File: src/rtl/shifter_pkg.sv
// Shared mode and FSM-state encodings for the iterative shifter.
package shifter_pkg;

  localparam logic [1:0] MODE_SLL = 2'b00;
  localparam logic [1:0] MODE_SRL = 2'b01;
  localparam logic [1:0] MODE_SRA = 2'b10;
  localparam logic [1:0] MODE_ROL = 2'b11;

  typedef enum logic [1:0] {
    S_IDLE  = 2'd0,
    S_SHIFT = 2'd1,
    S_DONE  = 2'd2
  } state_e;

endpackage

File: src/rtl/iter_shifter_step.sv
// One combinational shift step of 0..STEP bits in any of the four modes.
module shift_step
  import shifter_pkg::*;
#(
  parameter int WIDTH = 32,
  parameter int STEP  = 4,
  localparam int AMT_W = $clog2(STEP + 1)
) (
  input  logic [WIDTH-1:0] data,
  input  logic [AMT_W-1:0] amount,
  input  logic [1:0]       mode,
  input  logic             sign,
  output logic [WIDTH-1:0] result
);

  logic [2*WIDTH-1:0] sra_wide;
  logic [2*WIDTH-1:0] rol_wide;

  always_comb begin
    // Double-width views avoid a WIDTH-amount subtraction for fill and wrap bits.
    sra_wide = {{WIDTH{sign}}, data} >> amount;
    rol_wide = {data, data} << amount;
    result   = data;
    case (mode)
      MODE_SLL: result = data << amount;
      MODE_SRL: result = data >> amount;
      MODE_SRA: result = sra_wide[WIDTH-1:0];
      MODE_ROL: result = rol_wide[2*WIDTH-1:WIDTH];
      default:  result = data;
    endcase
  end

endmodule

File: src/rtl/iter_shifter.sv
// Multi-cycle shifter: SLL/SRL/SRA/ROL by up to STEP bits per cycle with
// valid/ready handshakes and a single outstanding operation.
module iter_shifter
  import shifter_pkg::*;
#(
  parameter int WIDTH   = 32,
  parameter int SHAMT_W = 5,
  parameter int STEP    = 4
) (
  input  logic               clk,
  input  logic               rst,
  input  logic               in_valid,
  output logic               in_ready,
  input  logic [WIDTH-1:0]   in_data,
  input  logic [SHAMT_W-1:0] in_shamt,
  input  logic [1:0]         in_mode,
  output logic               out_valid,
  input  logic               out_ready,
  output logic [WIDTH-1:0]   out_data
);

  localparam int AMT_W = $clog2(STEP + 1);

  state_e             state_q, state_d;
  logic [WIDTH-1:0]   work_q, work_d;
  logic [WIDTH-1:0]   out_data_q, out_data_d;
  logic [SHAMT_W-1:0] rem_q, rem_d;
  logic [1:0]         mode_q, mode_d;
  logic               sign_q, sign_d;

  logic [AMT_W-1:0]   step_amt;
  logic [SHAMT_W-1:0] step_amt_s;
  logic [WIDTH-1:0]   step_res;

  // k = min(remaining, STEP); STEP may exceed what SHAMT_W can hold.
  always_comb begin
    if (32'(rem_q) < STEP) step_amt = AMT_W'(rem_q);
    else                   step_amt = AMT_W'(STEP);
    step_amt_s = SHAMT_W'(step_amt);
  end

  shift_step #(
    .WIDTH(WIDTH),
    .STEP (STEP)
  ) u_step (
    .data  (work_q),
    .amount(step_amt),
    .mode  (mode_q),
    .sign  (sign_q),
    .result(step_res)
  );

  always_comb begin
    state_d    = state_q;
    work_d     = work_q;
    out_data_d = out_data_q;
    rem_d      = rem_q;
    mode_d     = mode_q;
    sign_d     = sign_q;
    case (state_q)
      S_IDLE: begin
        if (in_valid) begin
          work_d = in_data;
          mode_d = in_mode;
          sign_d = in_data[WIDTH-1];
          rem_d  = in_shamt;
          if (in_shamt == '0) begin
            out_data_d = in_data;
            state_d    = S_DONE;
          end else begin
            state_d = S_SHIFT;
          end
        end
      end
      S_SHIFT: begin
        work_d = step_res;
        rem_d  = rem_q - step_amt_s;
        if (rem_q == step_amt_s) begin
          out_data_d = step_res;
          state_d    = S_DONE;
        end
      end
      S_DONE: begin
        if (out_ready) state_d = S_IDLE;
      end
      default: state_d = S_IDLE;
    endcase
  end

  always_ff @(posedge clk) begin
    if (rst) begin
      state_q    <= S_IDLE;
      work_q     <= '0;
      out_data_q <= '0;
      rem_q      <= '0;
      mode_q     <= MODE_SLL;
      sign_q     <= 1'b0;
    end else begin
      state_q    <= state_d;
      work_q     <= work_d;
      out_data_q <= out_data_d;
      rem_q      <= rem_d;
      mode_q     <= mode_d;
      sign_q     <= sign_d;
    end
  end

  assign in_ready  = (state_q == S_IDLE);
  assign out_valid = (state_q == S_DONE);
  assign out_data  = out_data_q;

endmodule

File: config.mk
export PLATFORM = sky130hd
export DESIGN_NAME = iter_shifter
export DESIGN_NICKNAME = d
export VERILOG_FILES = /design/src/rtl/shifter_pkg.sv /design/src/rtl/iter_shifter_step.sv /design/src/rtl/iter_shifter.sv
export SDC_FILE = /design/constraint.sdc
export NUM_CORES = 1
export LEC_CHECK = 0
export ABC_AREA = 1
export BUFFER_PORTS_ARGS = -buffer_cell sky130_fd_sc_hd__buf_4
export CAP_MARGIN = 25
export CORE_ASPECT_RATIO = 1.4
export CORE_MARGIN = 3
export CORE_UTILIZATION = 59
export CTS_CLUSTER_DIAMETER = 100
export DETAILED_ROUTE_END_ITERATION = 8
export PLACE_DENSITY = 0.84
export SYNTH_ARGS = -nofsm -noshare
export SYNTH_HDL_FRONTEND = slang
export SYNTH_SLANG_ARGS = --single-unit
File: constraint.sdc
create_clock -name clk -period 2.6 [get_ports clk]
set_clock_uncertainty 0.15 [all_clocks]
set_input_delay 0.52 -clock clk [delete_from_list [all_inputs] [get_ports clk]]
set_output_delay 0.52 -clock clk [all_outputs]
set_load 0.005 [all_outputs]
==> metrics.yaml <==
synth_area_leader_cell: "dfxtp_1"
ios: 77
final_cell_mix: "261 x nand2_1, 159 x nand3_1, 95 x buf_4"
syn_nets: 994
power-per-cell-area_nw_per_um2: 733.5
outcome: "finished clean"
die_x_microns: 88.71
netlist_area_sq_um: 5650
n_antenna_cell: 0
worstSkewPairLatency_ns: 0.35
cp_slowest_cell: "dfxtp_1"
dieArea_sq_um: 10800
cp-startpoint: "mode_q[0]"
first_global_vias: 6220
postCtsSetupBuffers: 0
cp.arrival_ns: 2.49
start_util_pct: 61.53
cts.sinks: 74
syn_area_per_cell_sq_um: 5.967
final_nets: 1040
grt_pass1_wl_mm: 29.07
cts.clk_slew.worst_paths_ns: 0.06
r2r-start: "mode_q[0]"
num_vias: 6675
setup_ws_ns: 0.1823
grt_use_total_pct: 34.15
hp-class: "in -> reg"
crit_type: "reg -> reg"
hold_viol: 0
drt-vias-per-instance: 6.041
setup_violations: 0
synth-seq-cells: 74
drv_cap: 0
routedWlPerCell_microns: 16.36
multiInputGateArea_sq_um: 3515
std_cell_rows: 41
pre_cts_ws_ns: 0.2383
synth_edf_count: 0
cts_tree: "done"
fillers: 838
hold_buffers: 0
syn_to_final_growth_pct: 15.32
synth.distinct_cells: 41
cts_resized: 0
rsz0062_at_grt: "false"
cpPeakStageDelay_ns: 0.34
root_buffer: "clkbuf_16"
synth_top_area_share_pct: 26.22
post-route-period-util_pct: 92.99
ys_seq_area_share_pct: 26.22
layout_commonest_cell: "nand2_1"
ys.warnings.count: 0
crit_fanout: 15
core_sq_um: 9183
drive_gt1_share_pct: 16.23
dp_hpwl_mm: 13.16
portBuffers: 76
drc_errors: 0
critPathMostFrequentCell: "nand2_1"
cp-start-kind: "register"
synth_area_leaders: "dfxtp_1 26%, nand2_1 17%, nand3_1 14%"
yosys_most_used_dff: "dfxtp_1"
cp_cell_sequence: "inv_1 > ha_1 > nor2_1 > inv_1 > nand2_2 > inv_2 > nand3_1 > nand2_1 > nor2_1 > nand2_1 > nand2_1 > a21oi_1"
worstPathRequired_ns: 2.67
seq_area_sq_um: 1481
grt_overflow: 0
irDropWorstVdd_mv: 0.5168
routabilityCongestion: 1.024
setup_tns_ns: 0
hp-start: "in_data[31]"
first_iter_violations: 836
maxSlewViolCount: 0
syn_inst: 947
ant_nets: 0
clock_path_buffers: 2
totalWireLength_mm: 18.08
cts_made_buffers: 9
post-route-min-period_ns: 2.418
antenna_found_initial: 0
endpoint_kind: "register"
power_mw: 4.780
p_leak_nw: 3.149
fmax_mhz: 413.6
htree_levels: 3
dr.pass1.iters: 5
grt_max_degree: 41
ys_async_sr_fraction_pct: 0
die_height_microns: 121.8
==> power breakdown <==
group	leakage [nW]	internal, mW	switching (mW)
Combinational	2.39	0.732	1.38
Sequential	0.611	1.29	0.127
Clock	0.149	0.741	0.513
==> critical path, delay by kind of cell (launching register included) <==
family / cells / cell delay, ns
simple gates: 7 / 1.02
buf+inv: 3 / 0.44
flops: 1 / 0.34
fa+ha+maj: 1 / 0.26
compound gates: 1 / 0.07
==> layout make-up <==
type / instances / share of cell area [%]
flip-flops and latches: 74 / 22.73
clock buffers: 9 / 3.456
multi-input cells: 729 / 53.94
well taps: 107 / 2.055
inverters: 80 / 4.608
clock inverters: 7 / 1.037
repair buffers: 99 / 12.17
==> registers in the layout (all words and copies together), names as in the netlist <==
signal	cells
out_data	32
mode_q	2
rem_q	5
state_q	2
sign_q	1
work_q	32
==> layer usage <==
layer	vias to the layer above	routed length, microns	track usage [%]
li1	3240	-	-
met1	2979	7318	42.40
met2	372	8673	55.72
met3	84	1250	4.398
met4	0	833	19.57
met5	-	0	0
==> cell usage after synthesis (2+ instances only) <==
master	n
nand2_1	261
nand3_1	159
a21oi_1	81
dfxtp_1	74
o21ai_0	74
inv_1	72
nor2_1	42
o21ai_1	25
clkbuf_1	23
or2_2	23
buf_2	22
nand4_1	12
buf_6	9
buf_4	8
inv_2	8
nor3_1	6
o211ai_1	6
ha_1	4
o21bai_1	4
nand3b_1	3
nor2_2	3
o21a_1	3
o21ai_2	3
nand2_2	2
nor2_4	2
nor2_8	2
o31ai_1	2
==> through the flow <==
step / hold WS (ns) / util [%] / cells / instance area, sq um
final: 0.2795 / 70.96 / 1105 / 6516
after global placement: 0.3352 / 67.77 / 1089 / 6223
after detailed placement: 0.3552 / 67.77 / 1089 / 6223
after floorplan: 0.3177 / - / 947 / 5650
after CTS: 0.2776 / 70.96 / 1105 / 6516
after global routing: 0.2869 / 70.96 / 1105 / 6516
==> path summary, 6_finish.rpt <==
check                  to  slack (ns)  cells after the start
max          out_data[22]        0.18                     12
min                sign_q        0.28                      3
max reg2reg  out_data[22]        0.18                     12
min reg2reg     mode_q[1]        0.37                      2
==> cell families (layout without fill, tap and decap cells) <==
group / after synthesis / count (layout) / synth area share [%]
other: 1 / 1 / 0.06637
DFF: 74 / 74 / 26.22
buffers and inverters: 144 / 195 / 11.80
xor gates and xnor gates: 1 / 1 / 0.1550
adders and majority gates: 4 / 4 / 0.8858
muxes: 1 / 1 / 0.1772
and+or+nand+nor: 519 / 519 / 41.65
AOI/OAI and AO/OA: 203 / 203 / 19.04
No activity file was read; power rests on OpenSTA's default activity.
